`src/rtl/pstage_pkg.sv`:
```
// Shared definitions for the pipeline-stage registers: state encoding,
// lane indices of the D/E, E/M and M/W boundaries, and reset-image construction.
package pstage_pkg;

    typedef enum logic [1:0] {
        EMPTY = 2'd0,
        ONE   = 2'd1,
        TWO   = 2'd2
    } pstage_state_e;

    localparam int unsigned LN_INSTR = 0;
    localparam int unsigned LN_PC4   = 1;
    localparam int unsigned LN_ALU   = 2;
    localparam int unsigned LN_RTD   = 3;
    localparam int unsigned LN_CMP   = 4;

    // Widest stage image the helper can build; callers slice off what they need.
    localparam int unsigned IMG_W = 4096;

    // All-zero image with one lane carrying val, truncated or zero-extended to dw.
    function automatic logic [IMG_W-1:0] lane_image(input int unsigned dw,
                                                    input int unsigned lane,
                                                    input logic [63:0] val);
        logic [63:0] v;
        if (dw >= 64) begin
            v = val;
        end else begin
            v = val & ((64'd1 << dw) - 64'd1);
        end
        return IMG_W'(v) << (lane * dw);
    endfunction

endpackage

```
`src/rtl/pstage_slot.sv`:
```
// One NL*DW storage slot of a pipeline stage; clear wins over load.
module pstage_slot #(
    parameter int unsigned         W       = 160,
    parameter logic [W-1:0]        RST_IMG = '0
) (
    input  logic         clk_i,
    input  logic         rst_i,
    input  logic         load_i,
    input  logic         clear_i,
    input  logic [W-1:0] dat_i,
    output logic [W-1:0] q_o
);

    logic [W-1:0] q_q;

    // Slot storage with asynchronous reset to the stage's reset image.
    always_ff @(posedge clk_i or posedge rst_i) begin
        if (rst_i) begin
            q_q <= RST_IMG;
        end else if (clear_i) begin
            q_q <= '0;
        end else if (load_i) begin
            q_q <= dat_i;
        end else begin
            q_q <= q_q;
        end
    end

    assign q_o = q_q;

endmodule

```
`src/rtl/pstage_reg.sv`:
```
// Pipeline-stage register: NL lanes of DW bits with valid/ready handshake,
// optional two-entry skid buffer (registered ready), flush and a PC lane reset value.
module pstage_reg
    import pstage_pkg::*;
#(
    parameter int unsigned DW          = 32,
    parameter int unsigned NL          = 5,
    parameter int unsigned PC_LANE     = 1,
    parameter logic [31:0] PC_RST      = 32'h0000_3000,
    parameter bit          SKID        = 1'b1,
    parameter bit          BUBBLE_ZERO = 1'b1
) (
    input  logic             pstage_clk_i,
    input  logic             pstage_rst_i,
    input  logic             pstage_flush_i,
    input  logic             pstage_vld_i,
    output logic             pstage_rdy_o,
    input  logic [NL*DW-1:0] pstage_dat_i,
    output logic             pstage_vld_o,
    input  logic             pstage_rdy_i,
    output logic [NL*DW-1:0] pstage_dat_o,
    output logic [1:0]       pstage_cnt_o
);

    localparam int unsigned      W        = NL * DW;
    localparam logic [IMG_W-1:0] IMG_FULL = lane_image(DW, PC_LANE, {32'h0, PC_RST});
    localparam logic [W-1:0]     RST_IMG  = IMG_FULL[W-1:0];

    pstage_state_e state_q, state_d;
    logic          rdy_q, rdy_d;
    logic          in_fire_s, out_fire_s;
    logic          m_load_s, m_clr_s, m_from_s_s, s_load_s, s_clr_s;
    logic [W-1:0]  m_q, s_q, m_in_s;

    assign pstage_vld_o = (state_q != EMPTY);
    assign pstage_cnt_o = state_q;
    // Skid mode hides downstream ready behind a register; single-entry mode passes it through.
    assign pstage_rdy_o = SKID ? rdy_q : (~pstage_vld_o | pstage_rdy_i);
    assign in_fire_s    = pstage_vld_i & pstage_rdy_o;
    assign out_fire_s   = pstage_vld_o & pstage_rdy_i;
    assign m_in_s       = m_from_s_s ? s_q : pstage_dat_i;
    assign rdy_d        = (state_d != TWO);

    // Next-state and slot-control decode.
    always_comb begin
        state_d    = state_q;
        m_load_s   = 1'b0;
        m_clr_s    = 1'b0;
        m_from_s_s = 1'b0;
        s_load_s   = 1'b0;
        s_clr_s    = 1'b0;
        if (pstage_flush_i) begin
            state_d = EMPTY;
            m_clr_s = 1'b1;
            s_clr_s = 1'b1;
        end else begin
            case (state_q)
                EMPTY: begin
                    if (in_fire_s) begin
                        m_load_s = 1'b1;
                        state_d  = ONE;
                    end else begin
                        state_d  = EMPTY;
                    end
                end
                ONE: begin
                    if (in_fire_s && out_fire_s) begin
                        m_load_s = 1'b1;
                    end else if (in_fire_s && SKID) begin
                        s_load_s = 1'b1;
                        state_d  = TWO;
                    end else if (out_fire_s) begin
                        m_clr_s  = BUBBLE_ZERO;
                        state_d  = EMPTY;
                    end else begin
                        state_d  = ONE;
                    end
                end
                TWO: begin
                    if (out_fire_s) begin
                        m_load_s   = 1'b1;
                        m_from_s_s = 1'b1;
                        state_d    = ONE;
                    end else begin
                        state_d    = TWO;
                    end
                end
                default: begin
                    state_d = EMPTY;
                    m_clr_s = 1'b1;
                    s_clr_s = 1'b1;
                end
            endcase
        end
    end

    // State and registered upstream ready.
    always_ff @(posedge pstage_clk_i or posedge pstage_rst_i) begin
        if (pstage_rst_i) begin
            state_q <= EMPTY;
            rdy_q   <= 1'b1;
        end else begin
            state_q <= state_d;
            rdy_q   <= rdy_d;
        end
    end

    pstage_slot #(.W(W), .RST_IMG(RST_IMG)) u_main (
        .clk_i   (pstage_clk_i),
        .rst_i   (pstage_rst_i),
        .load_i  (m_load_s),
        .clear_i (m_clr_s),
        .dat_i   (m_in_s),
        .q_o     (m_q)
    );

    pstage_slot #(.W(W), .RST_IMG(RST_IMG)) u_skid (
        .clk_i   (pstage_clk_i),
        .rst_i   (pstage_rst_i),
        .load_i  (s_load_s),
        .clear_i (s_clr_s),
        .dat_i   (pstage_dat_i),
        .q_o     (s_q)
    );

    assign pstage_dat_o = m_q;

endmodule

```
`config.mk`:
```
export PLATFORM = sky130hd
export DESIGN_NAME = pstage_reg
export DESIGN_NICKNAME = d
export VERILOG_FILES = /design/src/rtl/pstage_pkg.sv /design/src/rtl/pstage_slot.sv /design/src/rtl/pstage_reg.sv
export SDC_FILE = /design/constraint.sdc
export NUM_CORES = 1
export LEC_CHECK = 0
export CAP_MARGIN = 15
export CORE_ASPECT_RATIO = 1.5
export CORE_MARGIN = 2
export CORE_UTILIZATION = 48
export CTS_BUF_LIST = sky130_fd_sc_hd__clkbuf_16
export DETAILED_ROUTE_END_ITERATION = 7
export PLACE_DENSITY = 0.78
export SLEW_MARGIN = 0
export SYNTH_ARGS = -nofsm -noshare
export SYNTH_HDL_FRONTEND = slang
export SYNTH_SLANG_ARGS = --single-unit
```
`constraint.sdc`:
```
create_clock -name pstage_clk_i -period 18.2 [get_ports pstage_clk_i]
set_input_delay 3.64 -clock pstage_clk_i [delete_from_list [all_inputs] [get_ports pstage_clk_i]]
set_output_delay 3.64 -clock pstage_clk_i [all_outputs]
set_load 0.005 [all_outputs]
```
==> metrics, run 1 <==
outcome=complete, no violations; CTS tree=yes; height of the die=206 um; Avg Inst Size Synth=roughly 14 sq um; fillers=just over 2,000; vias in the first global route=approximately 9,400; worst skew pair latency=between 0.5 and 0.6 ns; Critical Path RT=approximately 19 ns; CTS Root Cell=clkbuf_16; final net count=between 1,000 and 1,500; PD cells=89.5 nW/um^2; fin crit period=about 6.2 ns; met2 wire length=between 15,000 and 20,000 um; ys async rst share=between 90% and 100%; total power=between 1.5 and 2 mW; Synth Cell Area=approximately 13,000 sq um; maximum level of the CTS H-tree=1; layout cell share with drive strength beyond 1=under 10%; antenna violations before repair=2; final setup vio count=0; met1 wire length=between 10,000 and 15,000 um; Final Cycle Share=about a third; met3 WL post-DR=1860 um; Slew HR=28.9%; TritonCTS Buffers=30; # DRC=0; hold_buf cts=0; CP Capture Type=flip-flop; starting density of the core=48.3%; Synth top cells by count=318 x dfrtp_1, 160 x a22o_1, 160 x mux2i_1, 160 x o2bb2ai_1, 60 x buf_2; die area=between 20,000 and 30,000 sq um; first-pass GRT wire length=between 50,000 and 60,000 um; Hold Vio Cnt, Final=0; main flop type after synthesis=dfrtp_1; unrepaired setup endpoints after global routing=no; Max Cap Viol=0; largest net degree at the start of global routing=between 100 and 150; overall routing resource usage=between 20% and 30%; largest area contributor in the netlist=dfrtp_1; HPWL after DPL=between 20,000 and 25,000 um; via count=just over 9,000; Max VDD drop=between 0.07 and 0.08 mV; Crit Path Max Fanout=between 50 and 60; max-slew violation count=0; setup tns final=0 ns; Top Layer Used=met4; CTS Sinks=roughly 320; post-synth top area share=about three fifths; Hold Path Class=reg -> reg; initial DRC count=~500; via density per instance=between 5 and 6; Setup CP Type=in -> reg; WP data arrival=between 6 and 7 ns; Max Buffers Root-to-Sink=3; FMAX=about 160 MHz; I/O pin count=329; syn nets=1,077; Site Rows=74; post-CTS setup buffers=0; EDFF count, synth=0; Die Wd=about 140 um; Mapped Cells=around 910; Area contributors post-synth=dfrtp_1 61%, mux2i_1 12%, a22o_1 11%, o2bb2ai_1 11%, buf_2 2.3%; Seq/Total Area, Yosys=roughly 62%; Setup Skew=approximately 0.014 ns; most instantiated library cell after synthesis=dfrtp_1; post-synth cell types=26; Reg clk slew, reported paths=approximately 0.060 ns; area grow syn2layout=33.7%; # resized after CTS=0; port buffer count=around 330; worst slew pin tran=1.07 ns; 1st-pass router iterations=5; Leakage=roughly 7.3 nW; total gr overflow=0; crit path launch type=input port; post-route ant nets=0; Synth Warn #=0; DRT Wirelength=about 34,000 um; drt wl/cell=about 22 um; Core ar.=~27,000 sq um; gpl congestion=slightly below 0.8; Yosys reg bits=323
stage by stage:
stage	hold WS (ns)	area, sq um	std cells	util (%)	setup WS [ns]
2_1_floorplan	0.473	13100	912	-	5.63
3_3_place_gp	0.470	16500	1510	61.0	11.46
3_5_place_dp	0.472	16500	1510	61.0	11.39
4_1_cts	0.485	17400	1564	64.4	12.00
5_1_grt	0.491	17500	1567	64.6	11.86
6_report	0.482	17500	1570	64.6	12.04
flip-flops by register name, summed over array words and instances, names as in the netlist:
| register | count |
|---|---|
| pstage_cnt_o | 2 |
| u_skid.q_o | 160 |
| pstage_rdy_o | 1 |
| u_main.q_o | 160 |
metal layers:
layer	GRT usage [%]	up-vias
met3	3.57	59
met1	31.5	4859
li1	-	4120
met4	9.78	0
met2	37.6	309
met5	0	-
worst max-delay path: stages:
cell             delay, ns
clkdlybuf4s50_1       0.65
nor2_4                0.18
buf_4                 0.69
buf_4                 0.89
mux2i_1               0.30
o2bb2ai_1             0.08
path summary, 6_finish.rpt:
path | depth (start not counted) | slack, ns | endpoint | from
min in group asynchronous | 2 | 3.58 | u_skid.q_o[0]$_DFFE_PP0P_ | pstage_rst_i
worst min-delay path | 1 | 0.48 | u_main.q_o[44]$_DFFE_PP1P_ | u_main.q_o[44]$_DFFE_PP1P_
worst min register to register | 1 | 0.48 | u_main.q_o[44]$_DFFE_PP1P_ | u_main.q_o[44]$_DFFE_PP1P_
max in group asynchronous | 5 | 12.55 | u_skid.q_o[45]$_DFFE_PP1P_ | pstage_rst_i
worst max register to register | 6 | 15.04 | u_main.q_o[7]$_DFFE_PP0P_ | pstage_cnt_o[1]$_DFF_PP0_
worst max-delay path | 6 | 12.04 | u_main.q_o[7]$_DFFE_PP0P_ | pstage_flush_i
final cells by class:
type	count	area [sq um]	share of cell area, %
tap	342	428	2.45
sequential	323	8090	46.3
multi-input combinational	500	4570	26.2
antenna	5	12.5	0.0717
timing repair buffer	344	3420	19.6
clock inverter	23	141	0.810
inverter	2	15.0	0.0860
clock buffer	31	776	4.44
kinds of logic after synthesis:
group           Yosys count  synth area share, %
compound gates          324                 21.7
xor+xnor                  1               0.0671
buf+inv                  89                 3.25
flops                   323                 61.9
mux                     160                 12.3
simple gates             15                0.786
cells in the final DEF, fill, tap and decap left out, types with 2 or more instances in the layout:
| cell type | Yosys | final |
|---|---|---|
| clkinv_2 | 0 | 2 |
| mux2i_1 | 160 | 160 |
| inv_1 | 2 | 10 |
| o21a_1 | 2 | 2 |
| buf_4 | 2 | 15 |
| o2bb2ai_1 | 160 | 160 |
| clkdlybuf4s50_1 | 0 | 328 |
| clkbuf_16 | 0 | 31 |
| bufinv_16 | 0 | 2 |
| nor2_1 | 4 | 3 |
| diode_2 | 0 | 5 |
| nor2_4 | 0 | 2 |
| clkinv_1 | 0 | 10 |
| dfstp_2 | 5 | 5 |
| a22o_1 | 160 | 160 |
| dfrtp_1 | 318 | 318 |
report_power, final:
part	switching, mW	total, mW	internal [mW]
clock network	0.263	0.595	0.332
registers	0.0220	0.775	0.753
logic	0.0893	0.193	0.104
No activity file was read; power rests on OpenSTA's default activity.
==> run 2, diff against run 1 <==
--- a/config.mk
+++ b/config.mk
@@ -8,10 +8,10 @@
 export CAP_MARGIN = 15
 export CORE_ASPECT_RATIO = 1.5
 export CORE_MARGIN = 2
-export CORE_UTILIZATION = 48
+export CORE_UTILIZATION = 45
 export CTS_BUF_LIST = sky130_fd_sc_hd__clkbuf_16
 export DETAILED_ROUTE_END_ITERATION = 7
-export PLACE_DENSITY = 0.78
+export PLACE_DENSITY = 0.77
 export SLEW_MARGIN = 0
 export SYNTH_ARGS = -nofsm -noshare
 export SYNTH_HDL_FRONTEND = slang
==> constraint.sdc (replaced) <==
create_clock -name pstage_clk_i -period 5.1 [get_ports pstage_clk_i]
set_input_delay 1.02 -clock pstage_clk_i [delete_from_list [all_inputs] [get_ports pstage_clk_i]]
set_output_delay 1.02 -clock pstage_clk_i [all_outputs]
set_load 0.005 [all_outputs]
==> run 2 against run 1 <==
  * Core utilization fell by 3.0 points
  * Critical path depth fell by 4
  * Clock skew down 0.0049 ns
  * Routed wire length rose by 3.3%
  * Critical endpoint is now pstage_vld_o
  * Register-to-register slack got worse by 12 ns
  * Highest routed layer unchanged
  * Worst setup slack worse by 9.9 ns
  * Power rose to 3.7 times the previous value
==> metrics, run 2 (synthesized netlist as in run 1, its figures left out) <==
outcome=complete, no violations; Top delay family on crit path=flip-flops; PD cells=326 nW/um^2; worst skew pair latency=between 0.5 and 0.6 ns; Max VDD drop=0.260 mV; grt met3 use=about 4.4%; CTS tree=yes; first-pass GRT wire length=~56,000 um; worst slew pin tran=between 1 and 1.5 ns; met1 Track Usage GR=between 20% and 30%; most frequent cells in the layout=328 x clkdlybuf4s50_1, 318 x dfrtp_1, 160 x mux2i_1, 160 x o2bb2ai_1, 160 x a22o_1; FMAX=approximately 340 MHz; Final Cycle Share=between 50% and 60%; area grow syn2layout=35.0%; Max Buffers Root-to-Sink=3; dpl ws=around 1.7 ns; Max Cap Viol=0; Area after DPL=about 17,000 sq um; unrepaired setup endpoints after global routing=no; crit path launch type=flip-flop; Critical Path RT=between 4 and 5 ns; Internal=about 4.4 mW; Hold Path Class=reg -> reg; antenna violations before repair=5; gpl congestion=around 0.80; hold_buf cts=0; HPWL after DPL=around 21,000 um; DRT Wirelength=35,300 um; crit-path max cell delay=~0.53 ns; overall routing resource usage=between 20 and 25%; final net count=between 1,000 and 1,500; Sw Ratio=between 20% and 30%; via count=about 9,200; Setup WS post-layout=~2.2 ns; P_sw=between 1 and 1.5 mW; # DRC=0; fin util=61.6%; total power=roughly 5.7 mW; initial DRC count=about 570; vias in the first global route=9,763; I/O pin count=~330; Reg clk slew, reported paths=roughly 0.06 ns; max-slew violation count=0; cell at the slowest stage of the critical path=dfrtp_1; drt wl/cell=about 22 um; via density per instance=between 5 and 6; WP data arrival=1.93 ns; busiest grt layer=met2; Reg power frac=48.1%; Site Rows=76; proportion of power drawn by combinational gates=between 10 and 15%; Hold Vio Cnt, Final=0; 1st-pass router iterations=5; Leakage=~7.3 nW; Clock power frac=between 30% and 40%; critical path cell sequence=or2_2 > clkdlybuf4s50_1; Core ar.=approximately 29,000 sq um; CTS Sinks=323; post-route ant nets=0; CP bufs+invs=1; post-CTS setup buffers=0; final setup vio count=0; commonest non-fill, non-tap cell in the layout=clkdlybuf4s50_1; height of the die=about 210 um; Crit Path Max Fanout=10; CP Capture Type=primary output; # resized after CTS=0; die area=a little over 30,000 sq um; fin crit period=a little under 3 ns; layout cell share with drive strength beyond 1=around 5.6%; starting density of the core=between 40% and 50%; port buffer count=between 300 and 400; Slew HR=between 30% and 40%; M2 GR Usage=a little under two fifths; Die Wd=~140 um; total gr overflow=0; Setup Skew=just under 0.009 ns; fin area=roughly 18,000 sq um; largest net degree at the start of global routing=approximately 150; TritonCTS Buffers=31; CTS Root Cell=clkbuf_16; maximum level of the CTS H-tree=1; Setup CP Type=reg -> out
==> run 2: changes by cell type in the layout (fill, tap and decap cells not counted), sizes merged <==
| cell | previous run | this run |
|---|---|---|
| buf | 16 | 12 |
| inv | 11 | 7 |
| bufinv | 2 | 4 |
| clkinv | 12 | 14 |
| clkinvlp | 0 | 3 |
==> run 2: power groups by stage <==
stage | logic, mW | registers [mW] | clock network, mW
2_1_floorplan | 0.267 | 2.80 | 0
3_3_place_gp | 0.695 | 2.80 | 0
3_5_place_dp | 0.707 | 2.80 | 0
4_1_cts | 0.710 | 2.76 | 2.34
5_1_grt | 0.756 | 2.78 | 2.43
6_report | 0.700 | 2.76 | 2.28
==> run 2: layout make-up <==
cell class / count / area, sq um
Timing Repair Buffer: 340 / 3460
Clock inverter: 26 / 223
Antenna cell: 5 / 12.5
Clock buffer: 31 / 776
Sequential cell: 323 / 8090
Multi-Input combinational cell: 500 / 4570
Fill cell: 2192 / 11000
Tap cell: 390 / 488
Inverter: 2 / 11.3
==> run 2: final timing paths <==
path	cells after the start	endpoint	slack [ns]	startpoint
hold reg to reg	1	u_main.q_o[36]$_DFFE_PP0P_	0.48	u_main.q_o[36]$_DFFE_PP0P_
min in group asynchronous	2	u_skid.q_o[26]$_DFFE_PP0P_	0.95	pstage_rst_i
hold / removal	1	u_main.q_o[36]$_DFFE_PP0P_	0.48	u_main.q_o[36]$_DFFE_PP0P_
setup reg to reg	5	u_skid.q_o[140]$_DFFE_PP0P_	2.68	pstage_cnt_o[0]$_DFF_PP0_
max in group asynchronous	3	u_main.q_o[88]$_DFFE_PP0P_	3.02	pstage_rst_i
setup / recovery	2	pstage_vld_o	2.15	pstage_cnt_o[1]$_DFF_PP0_
==> run 2: worst reg2reg max path, stage by stage (launching register included) <==
cell and delay, ns:
dfrtp_1 0.49, nand2b_1 0.23, nor2_1 0.11, a211oi_4 0.48
buf_12 0.53, a22o_1 0.50
==> run 2: layer usage <==
layer  vias to the layer above  part of all wire (%)
met5                         -                     0
met4                         0                   4.1
met3                        71                   5.8
met2                       291                    50
met1                      4753                    40
li1                       4116                     -
==> run 2: stage by stage <==
step / std cells / TNS [ns] / hold WS, ns
global route: 1617 / 0 / 0.494
finish: 1617 / 0 / 0.484
detailed placement: 1555 / 0 / 0.472
global placement: 1555 / 0 / 0.471
floorplan: 912 / -71.45 / 0.473
CTS: 1612 / 0 / 0.487
==> run 3, diff against run 2 <==
--- a/config.mk
+++ b/config.mk
@@ -8,10 +8,10 @@
 export CAP_MARGIN = 15
 export CORE_ASPECT_RATIO = 1.5
 export CORE_MARGIN = 2
-export CORE_UTILIZATION = 45
+export CORE_UTILIZATION = 48
 export CTS_BUF_LIST = sky130_fd_sc_hd__clkbuf_16
 export DETAILED_ROUTE_END_ITERATION = 7
-export PLACE_DENSITY = 0.77
+export PLACE_DENSITY = 0.78
 export SLEW_MARGIN = 0
 export SYNTH_ARGS = -nofsm -noshare
 export SYNTH_HDL_FRONTEND = slang
==> constraint.sdc (replaced) <==
create_clock -name pstage_clk_i -period 2.9 [get_ports pstage_clk_i]
set_input_delay 0.58 -clock pstage_clk_i [delete_from_list [all_inputs] [get_ports pstage_clk_i]]
set_output_delay 0.58 -clock pstage_clk_i [all_outputs]
set_load 0.005 [all_outputs]
==> run 3 against run 2 <==
  * Worst setup slack got worse by 1.7 ns
  * First-iteration DRC count fell by 5.3%
  * Via count rose by 1.7%
  * Sequential cell count stayed put
  * Die area is 6.1% lower
  * Power increased by 75%
  * Sequential power grew 76%
  * Count of clock-buffer cells in the layout is the same
  * Design area up 0.90%
  * Register-to-register slack got worse by 1.8 ns
==> metrics, run 3 (synthesized netlist as in run 1, its figures left out) <==
post-CTS setup buffers=0; Die Wd=139 um; fin area=17,800 sq um; worst skew pair latency=0.55 ns; antenna violations before repair=4; final net count=around 1,400; Max Cap Viol=0; Final Cycle Share=a little over four fifths; final setup vio count=0; # DRC=0; TritonCTS Buffers=30; area grow syn2layout=36.2%; Worst R2R End=u_main.q_o[40]$_DFFE_PP0P_; Crit Path Max Fanout=10; starting density of the core=between 40% and 50%; layout cell share with drive strength beyond 1=roughly 6.2%; fillers=2,046; most frequent cells in the layout=328 x clkdlybuf4s50_1, 318 x dfrtp_1, 160 x mux2i_1, 160 x o2bb2ai_1, 160 x a22o_1; max-slew violation count=0; crit path launch type=flip-flop; r2r worst-path depth=6; Max VDD drop=~0.51 mV; commonest non-fill, non-tap cell in the layout=clkdlybuf4s50_1; Reg clk slew, reported paths=0.06 ns; gpl congestion=0.797; via density per instance=slightly below 6; post-route ant nets=0; 1st-pass router iterations=5; CTS Root Cell=clkbuf_16; Setup Skew=approximately 0.012 ns; CP Capture Type=primary output; Slew HR=around 57%; drt wl/cell=22.3 um; overall routing resource usage=between 20% and 30%; Site Rows=74; area of the multi-input gates=roughly 4600 sq um; Core ar.=approximately 27,000 sq um; FMAX=around 410 MHz; die area=around 29,000 sq um; Seq. cell area=a little over 8000 sq um; total gr overflow=0; first-pass GRT wire length=about 55,000 um; maximum level of the CTS H-tree=1; vias in the first global route=~9,600; PD cells=566 nW/um^2; worst hold slack=0.309 ns; WP data arrival=1.87 ns; Hold Path Class=in -> async; DRT Wirelength=approximately 35,000 um; HPWL after DPL=around 22,000 um; CTS Sinks=323; hold_buf cts=0; outcome=complete, no violations; Max Buffers Root-to-Sink=3; I/O pin count=329; initial DRC count=around 540; Critical Path RT=~2.3 ns; height of the die=approximately 200 um; port buffer count=between 300 and 400; register-to-register path setup slack=0.85 ns; Hold Vio Cnt, Final=0; Area after DPL=16,800 sq um; largest net degree at the start of global routing=~120; reg2reg start=pstage_cnt_o[1]$_DFF_PP0_; via count=about 9,400; worst slew pin tran=roughly 0.65 ns; # resized after CTS=0; unrepaired setup endpoints after global routing=no; Leakage=around 7.4 nW; CTS tree=yes; Setup CP Type=reg -> out; fin crit period=2.45 ns
-- run 3: cell count changes in the layout (fill, tap and decap cells not counted) --
cell	change
buf_12	+11
diode_2	+3
clkinvlp_4	-2
clkinv_4	-1
buf_4	+1
inv_1	+2
-- run 3: final cells by class --
type | count | share of cell area [%]
flip-flops and latches | 323 | 45.5
multi-input cells | 500 | 25.7
repair buffers | 352 | 20.7
clock buffers | 31 | 4.36
well taps | 342 | 2.40
clock inverters | 25 | 1.16
diodes | 8 | 0.113
inverters | 2 | 0.0633
-- run 3: metrics by stage --
stage | cells | setup slack [ns] | util [%] | setup TNS, ns | power (mW)
after global placement | 1519 | 0.384 | 62.1 | 0 | 6.18
after floorplan | 912 | -1.98 | - | -635.23 | 5.40
final | 1583 | 0.449 | 65.8 | 0 | 10.1
after global routing | 1579 | 0.373 | 65.8 | 0 | 10.5
after CTS | 1575 | 0.411 | 65.7 | 0 | 10.2
after detailed placement | 1519 | 0.339 | 62.1 | 0 | 6.20
-- run 3: where the power goes --
| group | switching, mW | internal [mW] | leakage, nW |
|---|---|---|---|
| registers | 0.137 | 4.72 | 4.39 |
| clock network | 1.68 | 2.28 | 0.516 |
| logic | 0.576 | 0.680 | 2.50 |
| total | 2.40 | 7.68 | 7.41 |
-- run 3: worst max-delay path by stage --
stage / startpoint / endpoint / slack [ns] / cells past startpoint
finish: pstage_cnt_o[1]$_DFF_PP0_ / pstage_vld_o / 0.45 / 2
floorplan: pstage_rst_i / pstage_cnt_o[0]$_DFF_PP0_ / -1.98 / 1
global route: pstage_cnt_o[1]$_DFF_PP0_ / pstage_vld_o / 0.37 / 2
CTS: pstage_cnt_o[1]$_DFF_PP0_ / pstage_vld_o / 0.41 / 2
global placement: pstage_rdy_i / u_main.q_o[50]$_DFFE_PP0P_ / 0.38 / 7
detailed placement: pstage_rdy_i / u_main.q_o[50]$_DFFE_PP0P_ / 0.34 / 7
-- run 3: critical path, stage by stage, from the launching register on --
cell	delay [ns]
dfrtp_1	0.52
or2_2	0.36
clkdlybuf4s50_1	0.45
-- run 3: routing by layer --
layer  share of wire, %  vias to the layer above  track usage (%)  routed length (um)
met3                5.2                       67             3.34                1820
met4                3.5                        0             10.0                1240
met2                 50                      305             38.3               17600
met5                  0                        -                0                   0
li1                   -                     4140                -                   -
met1                 42                     4874             33.0               14700
